$ cat src/rtl/sprite_pkg.sv
// Shared types and helpers for the parametrised scanline sprite renderer.
package sprite_pkg;

  typedef enum logic [2:0] {
    IDLE,
    WAIT_LOAD,
    SETUP,
    CAPTURE,
    WAIT_HSTART,
    DRAW
  } state_e;

  // Mode bits captured once per sprite when vstart is accepted.
  typedef struct packed {
    logic hmirror;
    logic vmirror;
    logic xscale;
    logic yscale;
  } mode_t;

  // Ceiling log2 for elaboration-time sizing; clog2(1) is 0.
  function automatic int clog2(input int value);
    int r;
    r = 0;
    for (int i = 0; i < 31; i++) begin
      if ((1 << i) < value) r = i + 1;
    end
    return r;
  endfunction

  // Geometry of the classic 16x16 sprite fed by an 8-bit ROM.
  localparam int DEF_W      = 16;
  localparam int DEF_H      = 16;
  localparam int DEF_ROM_DW = 8;
  localparam int NW         = DEF_W / DEF_ROM_DW;
  localparam int AW_ROW     = clog2(DEF_H);
  localparam int AW_WORD    = clog2(NW);

endpackage

$ cat src/rtl/sprite_line_buf.sv
// One scanline of sprite bitmap: word-wide write port, single-pixel read port.
module sprite_line_buf
  import sprite_pkg::*;
#(
  parameter  int W      = 16,
  parameter  int ROM_DW = 8,
  localparam int WIW    = (clog2(W / ROM_DW) > 0) ? clog2(W / ROM_DW) : 1,
  localparam int PW     = clog2(W)
) (
  input  logic              clk,
  input  logic              reset,
  input  logic              we_i,
  input  logic [WIW-1:0]    wi_i,
  input  logic [ROM_DW-1:0] data_i,
  input  logic [PW-1:0]     p_i,
  input  logic              hmirror_i,
  output logic              pix_o
);

  logic [W-1:0]  line_q;
  logic [PW-1:0] base;
  logic [PW-1:0] idx;

  // Word offset inside the line; bit 0 is the leftmost unmirrored pixel.
  always_comb begin
    base = PW'(wi_i) * PW'(ROM_DW);
  end

  // Capture one ROM word per fetch cycle into its slot of the line.
  always_ff @(posedge clk or posedge reset) begin
    if (reset) line_q <= '0;
    else if (we_i) line_q[base +: ROM_DW] <= data_i;
  end

  // Pixel select, reversing the line when horizontally mirrored.
  always_comb begin
    idx   = hmirror_i ? (PW'(W - 1) - p_i) : p_i;
    pix_o = line_q[idx];
  end

endmodule

$ cat src/rtl/sprite_renderer_param.sv
// Scanline sprite renderer: fetches one bitmap row per line, then shifts it out.
module sprite_renderer_param
  import sprite_pkg::*;
#(
  parameter  int W      = 16,
  parameter  int H      = 16,
  parameter  int ROM_DW = 8,
  localparam int AW     = clog2(H) + clog2(W / ROM_DW)
) (
  input  logic              clk,
  input  logic              reset,
  input  logic              vstart_i,
  input  logic              load_i,
  input  logic              hstart_i,
  input  logic              hmirror_i,
  input  logic              vmirror_i,
  input  logic              xscale_i,
  input  logic              yscale_i,
  output logic [AW-1:0]     rom_addr_o,
  input  logic [ROM_DW-1:0] rom_bits_i,
  output logic              gfx_o,
  output logic              busy_o,
  output logic              line_done_o,
  output logic              frame_done_o
);

  localparam int NWL = W / ROM_DW;
  localparam int AWR = clog2(H);
  localparam int AWW = clog2(NWL);
  localparam int WIW = (AWW > 0) ? AWW : 1;
  localparam int XCW = clog2(W) + 1;
  localparam int LCW = AWR + 1;
  localparam int PW  = clog2(W);

  state_e         state_q;
  mode_t          mode_q;
  logic [WIW-1:0] wi_q;
  logic [XCW-1:0] xc_q;
  logic [LCW-1:0] lc_q;
  logic [AW-1:0]  romAddr_q;
  logic           gfx_q;
  logic           lineDone_q;
  logic           frameDone_q;

  logic [AWR-1:0] rowRaw;
  logic [AWR-1:0] row;
  logic [AW-1:0]  romAddr_d;
  logic [PW-1:0]  pixIdx;
  logic [XCW-1:0] xcLast;
  logic [LCW-1:0] lcLast;
  logic           wiLast;
  logic           pix;
  logic           lineWe;

  // Row/pixel addressing derived from the counters and the latched mode.
  always_comb begin
    rowRaw    = AWR'(mode_q.yscale ? (lc_q >> 1) : lc_q);
    row       = mode_q.vmirror ? (AWR'(H - 1) - rowRaw) : rowRaw;
    romAddr_d = (AW'(row) << AWW) | AW'(wi_q);
    pixIdx    = PW'(mode_q.xscale ? (xc_q >> 1) : xc_q);
    xcLast    = mode_q.xscale ? XCW'(2 * W - 1) : XCW'(W - 1);
    lcLast    = mode_q.yscale ? LCW'(2 * H - 1) : LCW'(H - 1);
    wiLast    = (wi_q == WIW'(NWL - 1));
    lineWe    = (state_q == CAPTURE);
  end

  sprite_line_buf #(
    .W      (W),
    .ROM_DW (ROM_DW)
  ) u_line (
    .clk       (clk),
    .reset     (reset),
    .we_i      (lineWe),
    .wi_i      (wi_q),
    .data_i    (rom_bits_i),
    .p_i       (pixIdx),
    .hmirror_i (mode_q.hmirror),
    .pix_o     (pix)
  );

  // Sprite sequencer: mode latch, row fetch, pixel drawing and completion strobes.
  always_ff @(posedge clk or posedge reset) begin
    if (reset) begin
      state_q     <= IDLE;
      mode_q      <= '0;
      wi_q        <= '0;
      xc_q        <= '0;
      lc_q        <= '0;
      romAddr_q   <= '0;
      gfx_q       <= 1'b0;
      lineDone_q  <= 1'b0;
      frameDone_q <= 1'b0;
    end else begin
      lineDone_q  <= 1'b0;
      frameDone_q <= 1'b0;
      unique case (state_q)
        IDLE: begin
          lc_q  <= '0;
          gfx_q <= 1'b0;
          if (vstart_i) begin
            mode_q.hmirror <= hmirror_i;
            mode_q.vmirror <= vmirror_i;
            mode_q.xscale  <= xscale_i;
            mode_q.yscale  <= yscale_i;
            state_q        <= WAIT_LOAD;
          end
        end
        WAIT_LOAD: begin
          wi_q  <= '0;
          xc_q  <= '0;
          gfx_q <= 1'b0;
          if (load_i) state_q <= SETUP;
        end
        SETUP: begin
          romAddr_q <= romAddr_d;
          state_q   <= CAPTURE;
        end
        CAPTURE: begin
          if (wiLast) begin
            state_q <= WAIT_HSTART;
          end else begin
            wi_q    <= wi_q + WIW'(1);
            state_q <= SETUP;
          end
        end
        WAIT_HSTART: begin
          if (hstart_i) state_q <= DRAW;
        end
        DRAW: begin
          gfx_q <= pix;
          if (xc_q == xcLast) begin
            lineDone_q <= 1'b1;
            lc_q       <= lc_q + LCW'(1);
            xc_q       <= '0;
            if (lc_q == lcLast) begin
              frameDone_q <= 1'b1;
              state_q     <= IDLE;
            end else begin
              state_q <= WAIT_LOAD;
            end
          end else begin
            xc_q <= xc_q + XCW'(1);
          end
        end
        default: state_q <= IDLE;
      endcase
    end
  end

  assign rom_addr_o   = romAddr_q;
  assign gfx_o        = gfx_q;
  assign busy_o       = (state_q != IDLE);
  assign line_done_o  = lineDone_q;
  assign frame_done_o = frameDone_q;

endmodule

$ cat config.mk
export PLATFORM = sky130hd
export DESIGN_NAME = sprite_renderer_param
export DESIGN_NICKNAME = d
export VERILOG_FILES = /design/src/rtl/sprite_pkg.sv /design/src/rtl/sprite_line_buf.sv /design/src/rtl/sprite_renderer_param.sv
export SDC_FILE = /design/constraint.sdc
export NUM_CORES = 1
export LEC_CHECK = 0
export ABC_AREA = 1
export CORE_MARGIN = 2
export CORE_UTILIZATION = 55
export CTS_BUF_LIST = sky130_fd_sc_hd__clkbuf_2 sky130_fd_sc_hd__clkbuf_4 sky130_fd_sc_hd__clkbuf_8
export CTS_CLUSTER_DIAMETER = 40
export DETAILED_ROUTE_END_ITERATION = 6
export GPL_ROUTABILITY_DRIVEN = 0
export PLACE_DENSITY_LB_ADDON = 0.2
export RECOVER_POWER = 100
export SLEW_MARGIN = 20
export SYNTH_ARGS = -nofsm -noshare
export SYNTH_HDL_FRONTEND = slang
export SYNTH_SLANG_ARGS = --single-unit
$ cat constraint.sdc
create_clock -name clk -period 4.15 [get_ports clk]
set_input_delay 0.415 -clock clk [delete_from_list [all_inputs] [get_ports clk]]
set_output_delay 0.415 -clock clk [all_outputs]
set_load 0.005 [all_outputs]
# After elaboration in Yosys (flattened, before gate mapping)
# Index checks and enable logic that the tools add are counted.
# classes
mul,0
shift,2
eq_ne,11
mux,28
reduce_logical,10
n_lt_le_gt_ge,1
bitwise,1
addsub,6
div_mod_pow,0
# op_table
op,n
5-bit two-way mux,4
5-bit case mux with 2 select lines,2
3-bit case mux with 6 select lines,1
16-bit bitwise mux,1
4-bit two-way mux,4
"8-bit by 6-bit variable shift with 16-bit output, first input constant",1
8-bit by 6-bit indexed part select with 16-bit output,1
3-bit two-way mux,5
"5-bit by 1-bit adder with 5-bit output, second input constant",2
5-bit equality test,2
1-bit two-way mux,8
"2-bit inequality test, second input constant",4
2-bit nonzero test,4
"4-bit subtractor, first input constant",2
"3-bit by 2-bit equality test with 1-bit output, second input constant",2
"3-bit equality test, second input constant",2
4-bit negation with 6-bit output,1
"4-bit by 5-bit less-than comparator with 1-bit output, second input constant",1
5-bit by 1-bit bitwise OR with 5-bit output,1
1-bit binary-select mux with 4-bit select,1
1-bit case mux with 2 select lines,2
2-bit AND reduction,2
4-bit AND reduction,1
"3-bit by 1-bit equality test with 1-bit output, second input constant",1
4 further kinds,4
# word_totals
register_bits,42
rom_bits,0
mem_bits_rw,0
latch_bits,0
mem_count,0
out_inout_bits,9
word_cells,72
input_bits,17

# Depth between registers and ports, before layout
# depth
depth_word,6
ltp_mapped,11
depth_no_buf,11

# Modules after synthesis
# Synthesis repeated with hierarchy kept, for this count alone.
# hier_totals
cells_unflattened,293
area_unflattened_um2,2287.2
# modules_own_cells
mod,area_per_inst_um2,cells_per_inst,instances
sprite_renderer_param,1381.3,167,1
sprite_line_buf,905.9,126,1

# Worst setup path after synthesis
# No wires, ideal clock.
# synth_timing
path_type,reg-to-reg
from,reg xc_q[1]
to,reg lc_q[3]
path_stages_with_launch,12
setup_slack_ps,2780
required_ps,4073
arrival_time_ps,1293
n_path_buf,0
path_cell_list,dfrtp_1 > ha_1 > nand2_1 > inv_1 > nand2_1 > inv_1 > nand2_1 > nor2_4 > inv_4 > nor2_4 > o21ai_1 > a21oi_1
# synth_between
elab_chain_cells,3
# synth_lines
item,line,text
"start, declared",sprite_renderer_param.sv:38,logic [XCW-1:0] xc_q;
"start signal, assigned",sprite_renderer_param.sv:142,xc_q <= xc_q + XCW'(1);
5-bit equality test,sprite_renderer_param.sv:131,if (xc_q == xcLast) begin
2-bit inequality test (no source line),--,
2-bit AND reduction (no source line),--,
"end signal, assigned",sprite_renderer_param.sv:133,lc_q <= lc_q + LCW'(1);
"end, declared",sprite_renderer_param.sv:39,logic [LCW-1:0] lc_q;
# No other way between the ends.
# A chain may end at the register's enable or synchronous reset.

==> metrics <==
cell count after synthesis 261; Port Buffer Count 25; CP required 4110 ps; chip width 66.8 um; status finished, violations left; worst path arrival time 2580 ps; Sink Count 42; CP Class in2async; failing checks max-capacitance violations, max-slew violations; Worst Max-Slew Pin Slew 2200 ps; Avg WL per Cell 12.5 um; # rows 22; RSZ-0062 raised after global routing false; Post-synth EDFFs 0; Synth area leader dfrtp_1; Final #Nets 309; global-route wire length before repair 7360 um; crit path max fanout 42; reg2reg path depth 11; Leakage Power 1.25 nW; share of layout cells above drive strength 1 0.0928; Power Density 649 mW/mm^2; dpl cells 331; crit share post-route 0.631; Fin. Hold Viols 0; post-cts resize count 0; Hold Path Cell Cnt 1; ANT cells 0; CP startpoint kind input port; setup TNS 0 ps; Worst IR Drop VDD 363 uV; Commonest cells post-synth 48 x nand2_1, 42 x dfrtp_1, 39 x nand3_1; Slew headroom -0.465; dpl hpwl 3180 um; share of the yosys chip area belonging to registers 0.484; ys async rst share 1.00; final setup fails 0; CTS Hold Bufs 0; core footprint 0.00372 sq mm; synthesized area per cell 8.31 sq um; Distinct cells, synth 29; most frequent cell after synthesis nand2_1; clock transition at the registers of the reported paths 80 ps; Slew Limit Fails 43; Avg Vias per Cell 5.29; Synth top area share 0.484; Max-Cap Viols 1; Post-route DRC 0; root buffer cell clkbuf_8; Mapped Area 0.00217 sq mm; initial antenna violation count 0; top cells by area, synth dfrtp_1 48%, nand3_1 9.0%, nand2_1 8.3%, inv_1 5.4%, o21ai_0 4.2%; CP endpoint kind asynchronous set/reset pin; dpl cell area 0.00246 sq mm; class of the worst hold path reg2reg; minimum clock period 2620 ps; Yosys reg bits 42; Most used DFF post-synth dfrtp_1; non-filler instance count after layout 339; vias in the first global route 1,666; DRT Wirelength 4230 um; H-tree levels 2; grt ovf 0; DRT antenna net count 0; CTS Buf Count 5; TritonRoute pass-1 iters 4; IO Pins 26; Syn-to-layout area delta 17.0%; Post CTS Setup Buffer Count 0; CTS tree built; Core Util, Final 0.683; Clock Skews 5.05 ps; largest net degree at the start of global routing 43; CTS Buffer Depth 2; Initial Util 0.584; Initial DRC Count 148; Die ar. 0.00446 sq mm; YS warnings 0; synthesized net count 280; Final Cell Area 0.00254 sq mm; gr usage total 0.220; Die Height 66.8 um; worst skew pair latency 290 ps; vias 1,793; Peak Freq 0.382 GHz
cells in the final DEF (no fill, tap or decap), types with 2 or more instances in the layout:
cell and instances:
a21oi_1 7, xor2_1 8, nor2_4 2, nand2_2 4, nand3_1 39, ha_1 2, clkinv_2 2, o22ai_1 2
dlygate4sd3_1 10, a31oi_1 2, nand3_2 5, inv_2 3, clkdlybuf4s50_1 15, o21ai_1 2, nor2_1 14, dfrtp_1 42
inv_1 32, o21ai_0 34, clkbuf_8 5, nand2_1 50, nor3_1 2
cell type report:
class / instances / area [sq um]
clock buffers: 5 / 68.8
fillers: 323 / 1180
flip-flops and latches: 42 / 1050
inverters: 36 / 136
well taps: 48 / 60.1
multi-input cells: 179 / 928
clock inverters: 3 / 40.0
repair buffers: 26 / 254
cells by family (layout without fill, tap and decap cells):
group | after synthesis | count (layout) | synth area share
AND/OR/NAND/NOR | 119 | 119 | 0.269
multiplexers | 1 | 1 | 0.00519
flip-flops | 42 | 42 | 0.484
XOR/XNOR | 8 | 8 | 0.0323
buffers and inverters | 40 | 70 | 0.0778
adder cells (fa/ha/maj) | 2 | 2 | 0.0115
AO/OA/AOI/OAI | 49 | 49 | 0.120
layer usage:
layer  vias up  global-route usage  wire length (um)
met2        45               0.363              2000
met4         0              0.0791                63
met5         -                   0                 0
met3         8              0.0422               177
met1       828               0.289              1980
li1        912                   -                 -
registers in the layout, indices dropped and copies added (netlist names):
name,cells
frame_done_o,1
lc_q,5
gfx_o,1
wiLast,1
xc_q,5
state_q,3
line_done_o,1
mode_q,4
u_line.line_q,16
rom_addr_o,5
worst max-delay path, stage by stage:
cell	delay [ps]
dlygate4sd3_1	530
inv_1	50
clkbuf_1	1550
through the flow:
stage / hold slack [ps] / total power [mW] / setup slack, ps
2_1_floorplan: 439 / 1.18 / 2760
3_3_place_gp: 460 / 1.35 / 2430
3_5_place_dp: 468 / 1.38 / 2400
4_1_cts: 479 / 1.70 / 2080
5_1_grt: 501 / 1.80 / 1000
6_report: 473 / 1.65 / 1530
path summary, 6_finish.rpt:
path,end,startpoint,slack [ps]
worst min-delay path,lc_q[3]$_DFFE_PP0P_,lc_q[3]$_DFFE_PP0P_,470
min in group asynchronous,u_line.line_q[3]$_DFFE_PP0P_,reset,1350
worst max-delay path,lc_q[2]$_DFFE_PP0P_,reset,1530
worst max register to register,lc_q[3]$_DFFE_PP0P_,xc_q[1]$_DFFE_PP0P_,2120
worst min register to register,lc_q[3]$_DFFE_PP0P_,lc_q[3]$_DFFE_PP0P_,470
max in group clk,busy_o,state_q[1]$_DFFE_PP0P_,1940
power by group:
group / leakage, nW / internal, mW / switching (mW) / total, mW
Combinational: 0.657 / 0.268 / 0.392 / 0.660
Clock: 0.0579 / 0.177 / 0.137 / 0.314
Sequential: 0.534 / 0.556 / 0.118 / 0.674
No activity file was read; power rests on OpenSTA's default activity.
